`src/rtl/shift_frame_if.sv`:
```
// Bundle between the serial front end, the external shift register and the byte consumer.
// serial_valid qualifies serial_data; there is no backpressure, so every valid bit is accepted and shifted in the cycle it is presented.
interface shift_frame_if;
  logic       serial_valid;
  logic       serial_data;
  logic [7:0] parallel_data;
  logic       shift_ena;
  logic       byte_valid;
  logic [7:0] byte_idx;
  logic       frame_done;
  logic       frame_abort;
  logic       frame_err;
  logic       busy;
  logic [1:0] state_dbg;

  modport master (
    output serial_valid, serial_data, parallel_data,
    input  shift_ena, byte_valid, byte_idx, frame_done, frame_abort, frame_err, busy, state_dbg
  );

  modport slave (
    input  serial_valid, serial_data, parallel_data,
    output shift_ena, byte_valid, byte_idx, frame_done, frame_abort, frame_err, busy, state_dbg
  );
endinterface

```
`src/rtl/shift_frame_ctrl.sv`:
```
// Frame sequencer for an external serial-to-parallel shift register: header hunt, byte strobes, timeout abort.
// Optional trailing XOR checksum byte enabled by defining SHIFT_FRAME_CHECKSUM_EN.
module shift_frame_ctrl #(
  parameter logic [7:0] HEADER    = 8'hA5,
  parameter int         NUM_BYTES = 4,
  parameter int         TIMEOUT   = 64
) (
  input  logic         clk,
  input  logic         reset,
  shift_frame_if.slave bus
);
  localparam int IW = $clog2(TIMEOUT);

  typedef enum logic [1:0] {
    ST_HUNT    = 2'd0,
    ST_PAYLOAD = 2'd1,
    ST_CKSUM   = 2'd2
  } state_t;

  state_t        state_q, state_d;
  logic [2:0]    hunt_cnt_q, hunt_cnt_d;
  logic [2:0]    bit_cnt_q, bit_cnt_d;
  logic [7:0]    byte_cnt_q, byte_cnt_d;
  logic [IW-1:0] idle_cnt_q, idle_cnt_d;
  logic          byte_valid_q, byte_valid_d;
  logic [7:0]    byte_idx_q, byte_idx_d;
  logic          frame_done_q, frame_done_d;
  logic          frame_abort_q, frame_abort_d;
  logic [7:0]    window;
  logic          last_byte;
`ifdef SHIFT_FRAME_CHECKSUM_EN
  logic [7:0]    xor_q, xor_d;
  logic          frame_err_q, frame_err_d;
`endif

  // window is what the shift register will hold after this cycle's valid bit
  assign window    = {bus.parallel_data[6:0], bus.serial_data};
  assign last_byte = (byte_cnt_q == 8'(NUM_BYTES - 1));

  always_comb begin
    state_d       = state_q;
    hunt_cnt_d    = hunt_cnt_q;
    bit_cnt_d     = bit_cnt_q;
    byte_cnt_d    = byte_cnt_q;
    idle_cnt_d    = idle_cnt_q;
    byte_valid_d  = 1'b0;
    byte_idx_d    = byte_idx_q;
    frame_done_d  = 1'b0;
    frame_abort_d = 1'b0;
`ifdef SHIFT_FRAME_CHECKSUM_EN
    frame_err_d   = frame_err_q;
    xor_d         = byte_valid_q ? (xor_q ^ bus.parallel_data) : xor_q;
`endif
    case (state_q)
      ST_HUNT: begin
        if (bus.serial_valid) begin
          // hunt_cnt==7 guarantees all window bits arrived after the last frame ended
          if (hunt_cnt_q == 3'd7 && window == HEADER) begin
            state_d    = ST_PAYLOAD;
            bit_cnt_d  = '0;
            byte_cnt_d = '0;
            idle_cnt_d = '0;
`ifdef SHIFT_FRAME_CHECKSUM_EN
            xor_d      = '0;
`endif
          end else if (hunt_cnt_q != 3'd7) begin
            hunt_cnt_d = hunt_cnt_q + 3'd1;
          end
        end
      end
      ST_PAYLOAD, ST_CKSUM: begin
        if (bus.serial_valid) begin
          idle_cnt_d = '0;
          bit_cnt_d  = bit_cnt_q + 3'd1;
          if (bit_cnt_q == 3'd7) begin
            if (state_q == ST_PAYLOAD) begin
              byte_valid_d = 1'b1;
              byte_idx_d   = byte_cnt_q;
              byte_cnt_d   = byte_cnt_q + 8'd1;
              if (last_byte) begin
`ifdef SHIFT_FRAME_CHECKSUM_EN
                state_d      = ST_CKSUM;
`else
                frame_done_d = 1'b1;
                state_d      = ST_HUNT;
                hunt_cnt_d   = '0;
`endif
              end
            end else begin
              frame_done_d = 1'b1;
              state_d      = ST_HUNT;
              hunt_cnt_d   = '0;
`ifdef SHIFT_FRAME_CHECKSUM_EN
              frame_err_d  = (xor_q != window);
`endif
            end
          end
        end else if (idle_cnt_q == IW'(TIMEOUT - 1)) begin
          frame_abort_d = 1'b1;
          state_d       = ST_HUNT;
          hunt_cnt_d    = '0;
        end else begin
          idle_cnt_d = idle_cnt_q + IW'(1);
        end
      end
      default: state_d = ST_HUNT;
    endcase
  end

  always_ff @(posedge clk or posedge reset) begin
    if (reset) begin
      state_q       <= ST_HUNT;
      hunt_cnt_q    <= '0;
      bit_cnt_q     <= '0;
      byte_cnt_q    <= '0;
      idle_cnt_q    <= '0;
      byte_valid_q  <= 1'b0;
      byte_idx_q    <= '0;
      frame_done_q  <= 1'b0;
      frame_abort_q <= 1'b0;
`ifdef SHIFT_FRAME_CHECKSUM_EN
      xor_q         <= '0;
      frame_err_q   <= 1'b0;
`endif
    end else begin
      state_q       <= state_d;
      hunt_cnt_q    <= hunt_cnt_d;
      bit_cnt_q     <= bit_cnt_d;
      byte_cnt_q    <= byte_cnt_d;
      idle_cnt_q    <= idle_cnt_d;
      byte_valid_q  <= byte_valid_d;
      byte_idx_q    <= byte_idx_d;
      frame_done_q  <= frame_done_d;
      frame_abort_q <= frame_abort_d;
`ifdef SHIFT_FRAME_CHECKSUM_EN
      xor_q         <= xor_d;
      frame_err_q   <= frame_err_d;
`endif
    end
  end

  assign bus.shift_ena   = bus.serial_valid;
  assign bus.byte_valid  = byte_valid_q;
  assign bus.byte_idx    = byte_idx_q;
  assign bus.frame_done  = frame_done_q;
  assign bus.frame_abort = frame_abort_q;
  assign bus.busy        = (state_q != ST_HUNT);
  assign bus.state_dbg   = state_q;
`ifdef SHIFT_FRAME_CHECKSUM_EN
  assign bus.frame_err   = frame_err_q;
`else
  assign bus.frame_err   = 1'b0;
`endif
endmodule
```
`src/flat_wrapper.sv`:
```
// flat-port wrapper written by rule: the top's interface ports become plain ports
module shift_frame_ctrl_flat 
#(
  parameter logic [7:0] HEADER    = 8'hA5,
  parameter int         NUM_BYTES = 4,
  parameter int         TIMEOUT   = 64
)
  (clk, reset, bus_serial_valid, bus_serial_data, bus_parallel_data, bus_shift_ena, bus_byte_valid, bus_byte_idx, bus_frame_done, bus_frame_abort, bus_frame_err, bus_busy, bus_state_dbg);
  shift_frame_if bus_i ();
  input  logic clk;
  input  logic reset;
  input wire logic [$bits(bus_i.serial_valid)-1:0] bus_serial_valid;
  input wire logic [$bits(bus_i.serial_data)-1:0] bus_serial_data;
  input wire logic [$bits(bus_i.parallel_data)-1:0] bus_parallel_data;
  output wire logic [$bits(bus_i.shift_ena)-1:0] bus_shift_ena;
  output wire logic [$bits(bus_i.byte_valid)-1:0] bus_byte_valid;
  output wire logic [$bits(bus_i.byte_idx)-1:0] bus_byte_idx;
  output wire logic [$bits(bus_i.frame_done)-1:0] bus_frame_done;
  output wire logic [$bits(bus_i.frame_abort)-1:0] bus_frame_abort;
  output wire logic [$bits(bus_i.frame_err)-1:0] bus_frame_err;
  output wire logic [$bits(bus_i.busy)-1:0] bus_busy;
  output wire logic [$bits(bus_i.state_dbg)-1:0] bus_state_dbg;
  assign bus_i.serial_valid = bus_serial_valid;
  assign bus_i.serial_data = bus_serial_data;
  assign bus_i.parallel_data = bus_parallel_data;
  assign bus_shift_ena = bus_i.shift_ena;
  assign bus_byte_valid = bus_i.byte_valid;
  assign bus_byte_idx = bus_i.byte_idx;
  assign bus_frame_done = bus_i.frame_done;
  assign bus_frame_abort = bus_i.frame_abort;
  assign bus_frame_err = bus_i.frame_err;
  assign bus_busy = bus_i.busy;
  assign bus_state_dbg = bus_i.state_dbg;
  shift_frame_ctrl #(.HEADER(HEADER), .NUM_BYTES(NUM_BYTES), .TIMEOUT(TIMEOUT)) u_core (.clk(clk), .reset(reset), .bus(bus_i));
endmodule
```
`config.mk`:
```
export PLATFORM = sky130hd
export DESIGN_NAME = shift_frame_ctrl_flat
export DESIGN_NICKNAME = d
export VERILOG_FILES = /design/src/rtl/shift_frame_if.sv /design/src/rtl/shift_frame_ctrl.sv /design/src/flat_wrapper.sv
export SDC_FILE = /design/constraint.sdc
export NUM_CORES = 1
export LEC_CHECK = 0
export CAP_MARGIN = 10
export CORE_MARGIN = 4
export CORE_UTILIZATION = 54
export CTS_BUF_LIST = sky130_fd_sc_hd__clkbuf_2 sky130_fd_sc_hd__clkbuf_4 sky130_fd_sc_hd__clkbuf_8
export DETAILED_ROUTE_END_ITERATION = 8
export GPL_TIMING_DRIVEN = 0
export PLACE_DENSITY_LB_ADDON = 0.15
export SYNTH_ARGS = -nofsm -noshare
export SYNTH_HDL_FRONTEND = slang
export SYNTH_SLANG_ARGS = --single-unit
export TNS_END_PERCENT = 20
```
`constraint.sdc`:
```
create_clock -name clk -period 2.3 [get_ports clk]
set_clock_uncertainty 0.05 [all_clocks]
set_input_delay 0.345 -clock clk [delete_from_list [all_inputs] [get_ports clk]]
set_output_delay 0.345 -clock clk [all_outputs]
set_load 0.005 [all_outputs]
```
# Yosys cells after proc, flatten, opt, wreduce, memory -nomap -nowiden
# Index checks and enable logic that the tools add are counted.
# op_classes
n_shift	0
div_mod_pow	0
addsub	4
reduce_logical	11
eq_ne	19
order_cmp	0
n_mul	0
bitwise	0
mux	44
# ops
cell	n
8-bit 2-to-1 mux	5
3-bit 2-to-1 mux	11
6-bit 2-to-1 mux	4
8-bit one-hot mux with 2 select lines	1
2-bit 2-to-1 mux	7
1-bit 2-to-1 mux	12
3-bit one-hot mux with 2 select lines	2
6-bit one-hot mux with 2 select lines	1
4-bit AND reduction	3
8-bit by 1-bit adder with 8-bit output, second input constant	1
8-bit by 2-bit equality test with 1-bit output, second input constant	1
8-bit equality test, second input constant	1
2-bit by 1-bit != test with 1-bit output, second input constant	4
7-bit AND reduction	1
3-bit by 1-bit adder with 3-bit output, second input constant	2
6-bit by 1-bit adder with 6-bit output, second input constant	1
3-bit equality test, second input constant	2
6-bit equality test, second input constant	1
2-bit != test, second input constant	3
3-bit by 2-bit != test with 1-bit output, second input constant	2
3-bit != test, second input constant	2
6-bit AND reduction	1
5-bit AND reduction	1
4-bit by 3-bit != test with 1-bit output, second input constant	1
other kinds (7)	8
# word_totals
elab_cells	87
mem_bits_rw	0
register_bits	33
in_bits	12
latchBits	0
rom_bits	0
memories	0
output_inout_bits	16

# Longest topological paths before layout
# logic_depth
depth_word	6
ltp_mapped	7

# Least setup slack after synthesis
# No wires, ideal clock.
# synth_timing
kind	register to register
from	register u_core.hunt_cnt_q[0]
to	register u_core.idle_cnt_q[3]
stages_incl_launch_ff	7
t_required_ns	2.124
setup_slack_ns	0.582
arrival_ns	1.542
setup_ns	0.126
cell_sequence	dfrtp_1 ha_1 ha_1 and4b_1 nand4b_1 and2_1 a221o_1
# synth_between
elab_chain_len	4
# synth_lines
item	line_no	rtl
from (decl)	shift_frame_ctrl.sv:21	logic [2:0] hunt_cnt_q, hunt_cnt_d;
from (signal assigned)	shift_frame_ctrl.sv:127	hunt_cnt_q <= hunt_cnt_d;
3-bit equality test	shift_frame_ctrl.sv:58	if (hunt_cnt_q == 3'd7 && window == HEADER) begin
1-bit logical AND	shift_frame_ctrl.sv:58	
2-bit by 1-bit != test with 1-bit output (no source line)	--	
4-bit AND reduction (no source line)	--	
to (signal assigned)	shift_frame_ctrl.sv:130	idle_cnt_q <= idle_cnt_d;
to (decl)	shift_frame_ctrl.sv:24	logic [IW-1:0] idle_cnt_q, idle_cnt_d;
# Every way passes these cells.
# A chain may end at the register's enable or synchronous reset.

# Worst setup path in the final report
# Ends and elaborated chain as after synthesis.

==> summary.txt <==
Worst setup path
  – Most used cell, CP: ha_1
  – WP buf/inv: 0
  – Worst-path fanout max: 4
  – CP startpoint: u_core.hunt_cnt_q[0]$_DFFE_PP0P_
  – Critical Path AT: 2120 ps
  – Max stage delay on crit path: 410 ps
  – CP Capture Type: flip-flop
  – CP cell instances: ha_1 -> ha_1 -> and4b_1 -> nand4b_1 -> and2_1 -> a221o_1
  – Crit Path Class: flip-flop to flip-flop
  – Delay-heaviest family, CP: simple AND/OR/NAND/NOR gates
  – Reg-to-Reg Start: u_core.hunt_cnt_q[0]$_DFFE_PP0P_
  – Critical Path Start Type: flip-flop
  – WP data required: roughly 2500 ps
  – Slowest-stage cell, CP: dfrtp_1

Pwr
  – Leakage Power: roughly 0.94 nW
  – Clock Power Share: 0.265
  – Seq pwr share: 0.570
  – Overall power: ~1.2 mW
  – Maximum VDD drop: 0.456 mV
  – Sw Ratio: 0.283
  – Power per cell area: between 600 and 700 mW/mm2
  – Comb power frac: 0.165
  – Internal power: 0.842 mW
  – Psw: around 0.33 mW

Global routing
  – Grt total ovfl: 0
  – Tot GR Track Use: 0.194
  – First-pass GRT wire length: 6180 um
  – Largest net degree at the start of global routing: 33
  – Initial antenna violation count: 0
  – Vias in the first global route: 1362

Logic synthesis
  – Cells after Synth: approximately 180
  – Yosys top cell by area: dfrtp_1
  – Primary FF master, synth: dfrtp_1
  – Synth warnings: 0
  – Sequential element share of the synthesized area: 0.504
  – Largest cells by area after synthesis: dfrtp_1 50%, nand2_1 9.9%, ha_1 4.7%, nand3_1 4.1%, o21ai_0 3.5%
  – EDFF count, synth: 0
  – Mean Syn Cell Area: 9.09 um2
  – Cell variety after synth: 36
  – Area of the mapped netlist: 0.00159 mm2
  – Dominant cell by count in the synthesized netlist: nand2_1
  – Synth top area share: 0.504
  – Post-synth ARST share: 1.00
  – Synth Register Bits: 32
  – Synth cell count leaders: 42 x nand2_1, 32 x dfrtp_1, 13 x nand3_1

STA
  – Setup Viol. Count Final: 0
  – Final hold vios: 0
  – Final period utilization: 0.850
  – Min cycle time layout: 1960 ps
  – RSZ-0062 raised after global routing: false
  – TNS Setup: 0 ps
  – Slew Viols, Final: 0
  – Fmax: a little over 500 MHz
  – Setup WS post-layout: about 340 ps

Layout
  – Post-route cell area: 0.00195 mm2
  – # nets final: 226
  – Share of cells above drive strength 1: 0.0769
  – Diodes inserted: 0
  – Area grow syn2layout: 22.7%

Hold path
  – Worst hold path type: input port to asynchronous set/reset pin

CTS
  – Inserted Clock Buffers: 5
  – Clk pin slew, worst setup/hold paths: 100 ps
  – Clock buffer depth: 2
  – # H-tree levels: 2
  – Clock Latency Late Sink: 340 ps
  – Clock sinks: 32
  – Root Buffer: clkbuf_4
  – Total setup buffers inserted after CTS: 0
  – # resized after CTS: 0
  – CTS tree: built
  – Hold buffer count at cts: 0

Floorplan
  – Core area: 0.00278 mm2
  – Starting Density: 0.572
  – I/O pin count: 28
  – DIE WIDTH: 62.3 um
  – Die area: between 0.003 and 0.004 mm2
  – Die height: just over 60 um
  – Row cnt: 19

Placed design
  – Placement Setup Slack: 181 ps
  – IO Port Bufs: 24
  – Placer Congestion: 0.894
  – Placed instance area: 0.00187 mm2
  – HPWL after DPL: 2490 um

Run
  – Max-cap viol count: 0

Drt
  – Post-Route WL: 3540 um
  – Routed Antenna Nets: 0
  – DR vias: ~1.4k
  – DR pass1 iterations: 4
  – Routed wire per std cell: approximately 15 um
  – Vias/cell: 5.91
  – DRC viols: 0
  – 1st-iter DRT viols: 95

Outcome
  – Status: completed
[metal layers]
metal | track usage | wire length, um | share of wire | vias up
met5 | 0 | 0 | 0 | -
met4 | 0.0584 | 30 | 0.0085 | 0
li1 | - | - | - | 676
met3 | 0.0649 | 255 | 0.072 | 4
met2 | 0.310 | 1630 | 0.46 | 58
met1 | 0.250 | 1620 | 0.46 | 674
[worst reg2reg max path, stage by stage, from the launching register on]
cell and delay, ps:
dfrtp_1 410, ha_1 170, ha_1 210, and4b_1 210
nand4b_1 170, and2_1 260, a221o_1 360
[final cells by class]
class | count | area (um2)
clock inverter | 1 | 5.00
buffer | 11 | 60.1
inverter | 5 | 18.8
sequential | 32 | 801
multi-input combinational | 128 | 714
tap | 31 | 38.8
timing repair buffer | 25 | 268
fill | 214 | 831
clock buffer | 6 | 45.0
[cell usage in the layout, fill, tap and decap left out, types with 2 or more instances in the layout]
| cell | count |
|---|---|
| a21oi_1 | 4 |
| a22o_1 | 2 |
| a31oi_1 | 6 |
| buf_2 | 3 |
| buf_4 | 4 |
| clkbuf_1 | 4 |
| clkbuf_4 | 6 |
| clkdlybuf4s50_1 | 24 |
| conb_1 | 2 |
| dfrtp_1 | 32 |
| ha_1 | 6 |
| inv_1 | 5 |
| mux2i_1 | 2 |
| nand2_1 | 42 |
| nand3_1 | 13 |
| nand4_1 | 3 |
| nor2_1 | 12 |
| nor3_1 | 3 |
| nor4bb_1 | 2 |
| o211ai_1 | 2 |
| o21ai_0 | 11 |
| xnor2_1 | 2 |
[state kept, by name, summed over array words and instances, names as in the netlist]
name / count
u_core.bit_cnt_q: 3
u_core.bus.byte_idx: 8
u_core.bus.byte_valid: 1
u_core.bus.frame_abort: 1
u_core.bus.frame_done: 1
u_core.bus.state_dbg: 1
u_core.byte_cnt_q: 8
u_core.hunt_cnt_q: 3
u_core.idle_cnt_q: 6
[cell families after synthesis]
kind of cell,count (synthesis),share of synthesized area
AO/OA/AOI/OAI,34,0.138
XOR/XNOR,2,0.0110
adder cells (fa/ha/maj),6,0.0472
buffers and inverters,16,0.0496
flip-flops,32,0.504
multiplexers,2,0.0126
other,1,0.00236
AND/OR/NAND/NOR,82,0.236
[metrics by stage]
step / cells / utilization / hold WS [ps]
after floorplan: 176 / - / 411
after global placement: 231 / 0.673 / 407
after detailed placement: 231 / 0.673 / 412
after CTS: 238 / 0.691 / 434
after global routing: 239 / 0.701 / 253
final: 239 / 0.701 / 229
[worst paths after layout]
path,slack (ps),endpoint,depth (start not counted)
setup reg to reg,340,u_core.idle_cnt_q[3]$_DFFE_PP0P_,6
setup / recovery,340,u_core.idle_cnt_q[3]$_DFFE_PP0P_,6
min in group clk,430,u_core.bus.byte_idx[5]$_DFFE_PP0P_,2
max in group asynchronous,1520,u_core.idle_cnt_q[1]$_DFFE_PP0P_,3
hold reg to reg,430,u_core.bus.byte_idx[5]$_DFFE_PP0P_,2
hold / removal,230,u_core.hunt_cnt_q[1]$_DFFE_PP0P_,2
[power groups by stage]
stage / clock (mW) / combinational, mW / sequential (mW)
final: 0.311 / 0.194 / 0.669
after global placement: 0 / 0.179 / 0.673
after CTS: 0.321 / 0.191 / 0.668
after detailed placement: 0 / 0.190 / 0.679
after floorplan: 0 / 0.125 / 0.666
after global routing: 0.351 / 0.225 / 0.680
No activity file was read; power rests on OpenSTA's default activity.
